### src/rtl/fetch_queue_if.sv
// Fetch/decode handshake bundle for fetch_queue: enqueue side, dequeue side, flush and occupancy.
// slave = the queue itself, master = whoever drives fetch/decode around it.
interface fetch_queue_if #(
    parameter int DEPTH = 8
);
    localparam int PTR_W = $clog2(DEPTH);

    logic             flush;
    logic             enq_valid;
    logic             enq_ready;
    logic [31:0]      enq_pc;
    logic [31:0]      enq_instr;
    logic             enq_pred_taken;
    logic             deq_valid;
    logic             deq_ready;
    logic [31:0]      deq_pc;
    logic [31:0]      deq_instr;
    logic             deq_pred_taken;
    logic [PTR_W:0]   count;

    // valid/ready: a transfer happens on a rising edge where both are high;
    // enq_ready never depends combinationally on deq_ready.
    modport slave (
        input  flush, enq_valid, enq_pc, enq_instr, enq_pred_taken, deq_ready,
        output enq_ready, deq_valid, deq_pc, deq_instr, deq_pred_taken, count
    );

    modport master (
        output flush, enq_valid, enq_pc, enq_instr, enq_pred_taken, deq_ready,
        input  enq_ready, deq_valid, deq_pc, deq_instr, deq_pred_taken, count
    );
endinterface

### src/rtl/fetch_queue.sv
// Circular fetch queue between fetch and decode: first-word fall-through, one-cycle flush.
// Optional FETCH_QUEUE_BYPASS_EN: an empty queue forwards enq_* straight to deq_* in the same cycle.
module fetch_queue #(
    parameter int DEPTH = 8
) (
    input logic          clk,
    input logic          rst,
    fetch_queue_if.slave q
);
    localparam int PTR_W = $clog2(DEPTH);
    localparam logic [31:0]  NOP = 32'h0000_0013;
    localparam logic [PTR_W:0] PTR_ONE = {{PTR_W{1'b0}}, 1'b1};

    logic [PTR_W:0] r_head;
    logic [PTR_W:0] r_tail;
    logic [64:0]    r_mem [DEPTH];

    logic        w_empty;
    logic        w_full;
    logic        w_enq_ready;
    logic        w_show;
    logic        w_enq_fire;
    logic        w_deq_fire;
    logic [64:0] w_enq_entry;
    logic [64:0] w_head_entry;
    logic [64:0] w_src;

    // Entry layout: {pred_taken, pc, instr}
    assign w_enq_entry  = {q.enq_pred_taken, q.enq_pc, q.enq_instr};
    assign w_head_entry = r_mem[r_head[PTR_W-1:0]];

    assign w_empty = (r_head == r_tail);
    assign w_full  = (r_head[PTR_W-1:0] == r_tail[PTR_W-1:0]) && (r_head[PTR_W] != r_tail[PTR_W]);

    assign w_enq_ready = !w_full && !q.flush && !rst;

`ifdef FETCH_QUEUE_BYPASS_EN
    logic w_bypass;
    assign w_bypass   = w_empty && q.enq_valid && !q.flush && !rst;
    assign w_show     = (!w_empty || w_bypass) && !q.flush;
    assign w_src      = w_bypass ? w_enq_entry : w_head_entry;
    // A bypassed entry consumed in the same cycle never touches storage.
    assign w_enq_fire = q.enq_valid && w_enq_ready && !(w_bypass && q.deq_ready);
`else
    assign w_show     = !w_empty && !q.flush;
    assign w_src      = w_head_entry;
    assign w_enq_fire = q.enq_valid && w_enq_ready;
`endif

    assign w_deq_fire = w_show && q.deq_ready && !w_empty;

    assign q.enq_ready      = w_enq_ready;
    assign q.deq_valid      = w_show;
    assign q.deq_pred_taken = w_show ? w_src[64]    : 1'b0;
    assign q.deq_pc         = w_show ? w_src[63:32] : 32'h0;
    assign q.deq_instr      = w_show ? w_src[31:0]  : NOP;
    assign q.count          = r_tail - r_head;

    always_ff @(posedge clk or posedge rst) begin
        if (rst) begin
            r_head <= '0;
            r_tail <= '0;
        end else if (q.flush) begin
            r_head <= r_tail;
        end else begin
            if (w_enq_fire) r_tail <= r_tail + PTR_ONE;
            if (w_deq_fire) r_head <= r_head + PTR_ONE;
        end
    end

    // Storage has no reset; stale slots are masked by the empty check.
    always_ff @(posedge clk) begin
        if (w_enq_fire) r_mem[r_tail[PTR_W-1:0]] <= w_enq_entry;
    end
endmodule

### src/flat_wrapper.sv
// flat-port wrapper written by rule: the top's interface ports become plain ports
module fetch_queue_flat 
#(
    parameter int DEPTH = 8
)
  (clk, rst, q_flush, q_enq_valid, q_enq_pc, q_enq_instr, q_enq_pred_taken, q_deq_ready, q_enq_ready, q_deq_valid, q_deq_pc, q_deq_instr, q_deq_pred_taken, q_count);
  fetch_queue_if #(.DEPTH(DEPTH)) q_i ();
  input logic clk;
  input logic rst;
  input wire logic [$bits(q_i.flush)-1:0] q_flush;
  input wire logic [$bits(q_i.enq_valid)-1:0] q_enq_valid;
  input wire logic [$bits(q_i.enq_pc)-1:0] q_enq_pc;
  input wire logic [$bits(q_i.enq_instr)-1:0] q_enq_instr;
  input wire logic [$bits(q_i.enq_pred_taken)-1:0] q_enq_pred_taken;
  input wire logic [$bits(q_i.deq_ready)-1:0] q_deq_ready;
  output wire logic [$bits(q_i.enq_ready)-1:0] q_enq_ready;
  output wire logic [$bits(q_i.deq_valid)-1:0] q_deq_valid;
  output wire logic [$bits(q_i.deq_pc)-1:0] q_deq_pc;
  output wire logic [$bits(q_i.deq_instr)-1:0] q_deq_instr;
  output wire logic [$bits(q_i.deq_pred_taken)-1:0] q_deq_pred_taken;
  output wire logic [$bits(q_i.count)-1:0] q_count;
  assign q_i.flush = q_flush;
  assign q_i.enq_valid = q_enq_valid;
  assign q_i.enq_pc = q_enq_pc;
  assign q_i.enq_instr = q_enq_instr;
  assign q_i.enq_pred_taken = q_enq_pred_taken;
  assign q_i.deq_ready = q_deq_ready;
  assign q_enq_ready = q_i.enq_ready;
  assign q_deq_valid = q_i.deq_valid;
  assign q_deq_pc = q_i.deq_pc;
  assign q_deq_instr = q_i.deq_instr;
  assign q_deq_pred_taken = q_i.deq_pred_taken;
  assign q_count = q_i.count;
  fetch_queue #(.DEPTH(DEPTH)) u_core (.clk(clk), .rst(rst), .q(q_i));
endmodule
### config.mk
export PLATFORM = sky130hd
export DESIGN_NAME = fetch_queue_flat
export DESIGN_NICKNAME = d
export VERILOG_FILES = /design/src/rtl/fetch_queue_if.sv /design/src/rtl/fetch_queue.sv /design/src/flat_wrapper.sv
export SDC_FILE = /design/constraint.sdc
export NUM_CORES = 1
export LEC_CHECK = 0
export ABC_AREA = 0
export CAP_MARGIN = 40
export CORE_ASPECT_RATIO = 0.9
export CORE_MARGIN = 5
export CORE_UTILIZATION = 55
export DETAILED_ROUTE_END_ITERATION = 8
export GPL_TIMING_DRIVEN = 0
export MAX_ROUTING_LAYER = met4
export PLACE_DENSITY = 0.84
export SLEW_MARGIN = 10
export SYNTH_ARGS = -nofsm -noshare
export SYNTH_HDL_FRONTEND = slang
export SYNTH_SLANG_ARGS = --single-unit
### constraint.sdc
create_clock -name clk -period 11.8 [get_ports clk]
set_input_delay 2.36 -clock clk [delete_from_list [all_inputs] [get_ports clk]]
set_output_delay 2.36 -clock clk [all_outputs]
set_load 0.02 [all_outputs]
After elaboration in Yosys (flattened, before gate mapping)

Memories as Yosys holds them, arrays and structs flattened.
Cells that the tools add are included.

Word-level logic and storage cells: 30
Flip-flop bits (word level): 8
Memory bits (writable): 520
Output and inout bits: 71
Memories: 1

Add/subtract/negate cells: 3
Bitwise gates (word level): 1
Equal/unequal tests: 3
Reductions and logical operators: 13
Multiplexer cells: 7

Memory list:

| memory       | words | width | read ports | clocked after memory_dff | write ports | RTL line          | RTL |
|---|---|---|---|---|---|---|---|
| u_core.r_mem | 8     | 65    | 1          | 0                        | 1           | fetch_queue.sv:16 | `logic [64:0] r_mem [DEPTH];` |

Operators with widths:

| cell                                                           | count |
|---|---|
| 32-bit two-way mux                                             | 2 |
| 4-bit by 1-bit adder with 4-bit output (second input constant) | 2 |
| 4-bit two-way mux                                              | 2 |
| 1-bit logical AND                                              | 7 |
| 4-bit == test                                                  | 1 |
| 1-bit zero test                                                | 4 |
| 4-bit subtractor                                               | 1 |
| 3-bit == test                                                  | 1 |
| 1-bit two-way mux                                              | 3 |
| 2-bit AND reduction                                            | 1 |
| 2-bit nonzero test                                             | 1 |
| 1-bit inequality test                                          | 1 |
| 1-bit inverter                                                 | 1 |

Logic depth before layout (Yosys ltp)

Gate-level depths: netlist of the first run.

Depth in word-level cells: 8
Mapped depth: 11

Worst setup path after synthesis of the first run

No wires, ideal clock.

Path kind: input port to flip-flop
From: input port q_flush
To: memory u_core.r_mem[2][0] (enable)
Data arrival time: 9065 ps
Path buffers: 1
Slack: 2087 ps
Library setup time: 648 ps
Stages: 3
Cell sequence: clkbuf_1 -> a211o_1 -> nor4_1

Longest elaborated chain between the ends: 6

RTL lines:

| element                                 | RTL line           | RTL |
|---|---|---|
| from (decl)                             | flat_wrapper.sv:10 | `input wire logic [$bits(q_i.flush)-1:0] q_flush;` |
| 1-bit zero test                         | fetch_queue.sv:35  | `assign w_enq_ready = !w_full && !q.flush && !rst;` |
| 1-bit logical AND (2 in a row)          | fetch_queue.sv:35  |  |
| 1-bit logical AND                       | fetch_queue.sv:47  | `assign w_enq_fire = q.enq_valid && w_enq_ready;` |
| 1-bit two-way mux                       | fetch_queue.sv:73  | `if (w_enq_fire) r_mem[r_tail[PTR_W-1:0]] <= w_enq_entry;` |
| 1-bit two-way mux (not written as such) | fetch_queue.sv:73  |  |
| to (decl)                               | fetch_queue.sv:16  |  |

No other way between the ends.

Final worst setup path of the first run

From: input port q_flush
To: output port q_deq_instr[15]

Longest elaborated chain between the ends: 3

RTL lines:

| element            | RTL line           | RTL |
|---|---|---|
| 1-bit zero test    | fetch_queue.sv:45  | `assign w_show = !w_empty && !q.flush;` |
| 1-bit logical AND  | fetch_queue.sv:45  |  |
| 32-bit two-way mux | fetch_queue.sv:56  | `assign q.deq_instr = w_show ? w_src[31:0] : NOP;` |
| to (decl)          | flat_wrapper.sv:19 | `output wire logic [$bits(q_i.deq_instr)-1:0] q_deq_instr;` |

No other way between the ends.

==> flow_summary_export.csv, run 1 <==
group,metric,value,unit
floorplanning,initial_utilization,55.4,%
grt,grt_max_degree,43,
timing,setup_viol,0,
drt,ant_nets,0,
timing,period_needed,6.66,ns
timing,grt_setup_unrepaired,"no",
synth,synth.largest_area_cell,"edfxtp_1",
layout,fin_area,24800,um^2
placement,io_buffer_count,139,
placement,place_inst,1783,
clocking,cts.repair.resized,0,
timing,tightest_slew,0.908,ns
worst_hold_path,hp-class,"flop to flop",
synth,netlist_area,20600,um^2
setup_path,required,9.44,ns
grt,grt_pass1_vias,11800,
synth,seq_area_frac_synth,76.8,%
clocking,cts_max_level,2,
synth,synth_area_leaders,"edfxtp_1 76%, mux2i_1 13%, a22oi_1 4.7%",
drt,viasPerCell,6.05,
synth,syn_area_per_cell,18.5,um^2
synth,ys_seq_elements,528,
clocking,root_buffer,"clkbuf_16",
setup_path,path_max_fanout,10,
synth,synth_nets,1191,
flow_run,maxCapViolations,0,
worst_hold_path,worstHoldStart,"u_core.r_tail[3]",
grt,grt_overflow_total,0,
timing,worst_slack,5.14,ns
synth,synth_edf_count,520,
clocking,holdBufCountCts,0,
pwr,p_leak,8.86,nW
grt,antenna_found_initial,8,
layout,area.growth.synth_to_final,20.6,%
layout,nNetsFinal,1430,
clocking,clock-sinks,528,
synth,synth_ff_type,"edfxtp_1",
placement,dp.final_hpwl,29.8,mm
pwr,powerDensity,232,nW/um^2
drt,drt_iter0_drc,1178,
placement,gp_congestion,0.835,
clocking,post-cts-setup-buffers,0,
drt,drc_errors,0,
setup_path,critPathArrivalTime,4.30,ns
placement,dp_slack,5.23,ns
floorplanning,io_pins,141,
setup_path,end_kind,"output port",
floorplanning,die_h,194,um
placement,placed_area,23200,um^2
setup_path,rr_endpoint,"u_core.r_mem[2][38]",
clocking,clock_latency,0.57,ns
timing,fmax,150,MHz
timing,min_period_over_period,56.5,%
synth,syn_inst,1115,
floorplanning,core.rowCount,67,
synth,yosysMostFrequentCell,"edfxtp_1",
drt,vias,11400,
synth,async_flop_share,1.52,%
setup_path,reg2reg_slack,7.39,ns
drt,wl,47.2,mm
floorplanning,dieWidth,214,um
timing,whs,0.548,ns
clocking,cts_buffers,50,
floorplanning,core-area,37100,um^2
timing,report.final.hold_viol_count,0,
setup_path,r2r_start,"u_core.r_head[1]",
setup_path,start_kind,"input port",
timing,slew_headroom,38.9,%
pwr,irDropWorstVdd,0.000137,V
setup_path,crit_type,"input port to output port",
grt,gr-usage-all-layers,22.8,%
grt,grt_pass1_wl,70.5,mm
layout,drive_gt1_share,12.6,%
run_status,status,"finished, final reports clean",
setup_path,rr_worst_depth,13,
pwr,p_total,5.76,mW
synth,synth_cell_type_count,35,
clocking,clk_pin_slew,0.06,ns
clocking,cts_tree,"built",
synth,yosys-top-cells-count,"520 x edfxtp_1, 262 x mux2i_1, 130 x a22oi_1",
drt,wl_per_cell,25.1,um
synth,yosys_warnings,0,
drt,drtPass1Iterations,5,
timing,drv_slew,0,
worst_hold_path,hold_path_depth,1,
synth,synth_top_area_share,75.8,%
worst_hold_path,hold-path-endpoint,"u_core.r_tail[3]",
timing,finClkSkew,0.0264,ns
floorplanning,dieArea,41400,um^2
layout,finalNonFillerCells,1881,
clocking,cts_buffer_depth,3,
[report_power, final]
part	leakage [nW]	internal, mW	switching [mW]
combinational	3.28	0.833	1.16
clock	0.800	0.934	0.651
sequential	4.78	2.15	0.0369
[worst max path at each step]
stage,cells past startpoint,start,slack (ns),end
4_1_cts,5,q_flush,5.20,q_deq_instr[15]
3_3_place_gp,3,rst,-3.96,u_core.r_mem[2][38]
3_5_place_dp,5,q_flush,5.23,q_deq_instr[6]
5_1_grt,5,q_flush,5.07,q_deq_instr[15]
2_1_floorplan,3,q_flush,2.09,u_core.r_mem[2][0]
6_report,5,q_flush,5.14,q_deq_instr[15]
[area by class of cell]
type                            instances  area (um^2)
Timing Repair Buffer                  187         1950
Sequential cell                       528        15800
Fill cell                            2318        12300
Clock buffer                           66         1390
Buffer                                 66          354
Antenna cell                            8         20.0
Clock inverter                         22          246
Inverter                               10         40.0
Tap cell                              483          604
Multi-Input combinational cell        511         4430
[state kept, by name (all words and copies together), names as in the netlist]
signal and count:
u_core.r_head 4, u_core.r_tail 4, u_core.r_mem 520
[routing by layer]
layer  GRT usage [%]  share of wire [%]  up-vias
li1                -                  -     4981
met1            29.0                 38     5684
met2            37.3                 49      605
met3            4.55                9.1      109
met4            8.13                3.3        0
met5               -                  0        -
[placed cells by master (no fill, tap or decap), drive strengths merged, types with 4 or more instances in the layout]
cell	instances
a22oi	130
and3	63
buf	96
bufinv	5
clkbuf	84
clkdlybuf4s50	139
clkinv	15
dfrtp	8
diode	8
edfxtp	520
ha	5
inv	11
mux2i	262
nand2	12
nand3	4
nor2	7
xnor2	6
[through the flow]
stage / TNS, ns / util (%)
CTS: 0 / 66.8
global placement: -353.18 / 60.8
global route: 0 / 66.9
floorplan: 0 / -
finish: 0 / 66.9
detailed placement: 0 / 62.4
[worst max-delay path, cell delays in order]
cell,delay (ns)
clkbuf_1,0.20
nor2_2,0.26
clkbuf_1,0.52
and3_1,0.28
clkdlybuf4s50_1,0.67
[cell families (layout without fill, tap and decap cells)]
family	count (synthesis)	in the layout	share of synthesized area, %
other cells	0	8	0
mux	264	264	12.9
flops	528	528	76.8
simple gates	94	94	2.61
compound gates	138	138	5.00
buf+inv	76	351	1.90
fa+ha+maj	6	6	0.401
xor+xnor	9	9	0.419
No activity file was read; power rests on OpenSTA's default activity.
==> run 2: changes to the inputs <==
--- a/config.mk
+++ b/config.mk
@@ -9,11 +9,11 @@
 export CAP_MARGIN = 40
 export CORE_ASPECT_RATIO = 0.9
 export CORE_MARGIN = 5
-export CORE_UTILIZATION = 55
+export CORE_UTILIZATION = 53
 export DETAILED_ROUTE_END_ITERATION = 8
 export GPL_TIMING_DRIVEN = 0
 export MAX_ROUTING_LAYER = met4
-export PLACE_DENSITY = 0.84
+export PLACE_DENSITY = 0.85
 export SLEW_MARGIN = 10
 export SYNTH_ARGS = -nofsm -noshare
 export SYNTH_HDL_FRONTEND = slang
==> constraint.sdc (replaced) <==
create_clock -name clk -period 5.4 [get_ports clk]
set_input_delay 1.08 -clock clk [delete_from_list [all_inputs] [get_ports clk]]
set_output_delay 1.08 -clock clk [all_outputs]
set_load 0.02 [all_outputs]
==> run 2 against run 1 <==
Against the previous run: worst hold slack better by 0.040 ns; via count down 0.25%; clock skew down 0.010 ns; flip-flop and latch count did not move; die area grew 3.6%; power is 120% higher; design area is 0.21% lower; register-to-register slack worse by 6.2 ns; setup slack got worse by 5.0 ns; clock power grew 110%; critical path depth increased by 6; largest power group unchanged; core utilization down 2.3 points.
==> flow_summary_export.csv, run 2 (synthesized netlist as in run 1, its figures left out) <==
group,metric,value,unit
floorplanning,dieWidth,218,um
placement,dp.final_hpwl,29.7,mm
pwr,p_sw,4.11,mW
run_status,status,"finished, final reports clean",
floorplanning,io_pins,141,
setup_path,path_cells,"buf_2 -> buf_4 -> buf_4 -> inv_1 -> ha_1 -> nand3_1 -> nor2_1 -> nor2_2 -> clkbuf_1 -> and3_1 -> clkdlybuf4s50_1",
grt,grt_overflow_total,0,
layout,fill_cells,2474,
pwr,p_total,12.5,mW
setup_path,start_kind,"flop",
clocking,cts_max_level,2,
clocking,cts_buffer_depth,3,
layout,nNetsFinal,1420,
drt,drtPass1Iterations,5,
flow_run,maxCapViolations,0,
timing,fmax,189,MHz
timing,min_period_over_period,97.9,%
timing,finClkSkew,0.0164,ns
grt,gr-usage-all-layers,22.3,%
pwr,p_leak,8.77,nW
grt,antenna_found_initial,9,
grt,grt_pass1_wl,70.4,mm
clocking,cts_tree,"built",
worst_hold_path,hp-class,"flop to flop",
clocking,holdBufCountCts,0,
drt,vias,11400,
placement,gp_congestion,0.808,
layout,layout_commonest_cell,"edfxtp_1",
pwr,clkPwrFrac,26.4,%
setup_path,worst_path_most_repeated_cell,"buf_4",
layout,largest_reg_flops,520,
pwr,power_frac_comb,35.4,%
floorplanning,core.rowCount,68,
placement,io_buffer_count,139,
layout,fin_area,24800,um^2
setup_path,cpPeakStageDelay,0.68,ns
clocking,cts_buffers,50,
pwr,p_int,8.38,mW
drt,ant_nets,0,
drt,drc_errors,0,
floorplanning,initial_utilization,53.7,%
timing,report.final.hold_viol_count,0,
clocking,clk_pin_slew,0.06,ns
drt,wl_per_cell,25.1,um
layout,most-common-layout-cells,"520 x edfxtp_1, 262 x mux2i_1, 139 x clkdlybuf4s50_1",
pwr,irDropWorstVdd,0.000306,V
timing,period_needed,5.28,ns
grt,grt_use_met3,4.18,%
setup_path,end_kind,"output port",
floorplanning,die_h,197,um
floorplanning,core-area,38400,um^2
pwr,seq_power_share,38.3,%
floorplanning,dieArea,42900,um^2
layout,final_util,64.6,%
layout,drive_gt1_share,11.6,%
setup_path,critPathArrivalTime,4.20,ns
grt,met2_usage,36.9,%
timing,drv_slew,0,
setup_path,path_max_fanout,10,
grt,grt_pass1_vias,11600,
clocking,root_buffer,"clkbuf_16",
drt,wl,48.2,mm
pwr,p_sw_share,32.9,%
clocking,cts.repair.resized,0,
setup_path,critPathBufInv,6,
timing,setup_viol,0,
setup_path,required,4.32,ns
timing,slew_headroom,39.3,%
grt,grt-busiest-layer,"met2",
layout,finalNonFillerCells,1917,
placement,place_inst,1816,
timing,whs,0.588,ns
pwr,powerDensity,504,nW/um^2
grt,grtUsageMet1,28.6,%
clocking,clock-sinks,528,
drt,viasPerCell,5.92,
grt,grt_max_degree,45,
timing,tightest_slew,0.908,ns
clocking,post-cts-setup-buffers,0,
clocking,clock_latency,0.55,ns
setup_path,crit_type,"flop to output port",
setup_path,cp_top_family,"buffers and inverters",
layout,area.growth.synth_to_final,20.4,%
setup_path,slowest_stage,"clkdlybuf4s50_1",
placement,placed_area,23200,um^2
drt,drt_iter0_drc,1141,
-- run 2: changes by cell type in the layout (fill, tap and decap cells not counted), moves of 4 or more --
cell | before | now
clkinv_1 | 5 | 15
buf_4 | 35 | 18
buf_8 | 2 | 6
buf_6 | 13 | 18
-- run 2: final timing paths --
| path | slack [ns] | cells past startpoint | endpoint | start |
|---|---|---|---|---|
| min in group asynchronous | 0.85 | 2 | u_core.r_head[3] | rst |
| min reg2reg | 0.59 | 1 | u_core.r_tail[3] | u_core.r_tail[3] |
| max in group asynchronous | 4.28 | 2 | u_core.r_tail[3] | rst |
| max reg2reg | 1.17 | 11 | u_core.r_mem[1][26] | u_core.r_head[1] |
| max | 0.12 | 11 | q_deq_instr[15] | u_core.r_head[1] |
| min | 0.59 | 1 | u_core.r_tail[3] | u_core.r_tail[3] |
-- run 2: worst reg2reg max path: cells and delay by family (launching register included) --
kind,cells,cell delay (ns)
buffers and inverters,6,1.40
and+or+nand+nor,3,1.34
DFF,1,0.43
AOI/OAI and AO/OA,1,0.40
adders and majority gates,1,0.32
-- run 2: cell type report --
cell class | count | area, um^2 | share of cell area (%)
plain buffers | 66 | 354 | 1.43
repair buffers | 177 | 1930 | 7.77
well taps | 525 | 657 | 2.65
multi-input cells | 511 | 4440 | 17.9
clock inverters | 30 | 216 | 0.873
flip-flops and latches | 528 | 15800 | 63.8
clock buffers | 61 | 1310 | 5.30
diodes | 9 | 22.5 | 0.0909
inverters | 10 | 40.0 | 0.162
-- run 2: through the flow --
stage	setup WS, ns	setup TNS, ns
4_1_cts	0.162	0
2_1_floorplan	-1.38	-210.14
3_5_place_dp	0.798	0
6_report	0.115	0
5_1_grt	-0.0192	-0.0423
3_3_place_gp	-6.18	-1736.03
-- run 2: power by group through the flow --
stage               combinational [mW]  clock, mW  sequential [mW]
detailed placement                4.35          0             4.86
CTS                               4.41       3.30             4.77
global route                      4.67       3.48             4.79
finish                            4.42       3.30             4.78
floorplan                         2.63          0             4.85
global placement                  4.21          0             4.88
-- run 2: per-layer routing --
metal / vias up / routed length [um] / share of wire (%)
li1: 4951 / - / -
met1: 5743 / 19300 / 40
met2: 554 / 24100 / 50
met3: 103 / 3490 / 7.2
met4: 0 / 1220 / 2.5
met5: - / 0 / 0
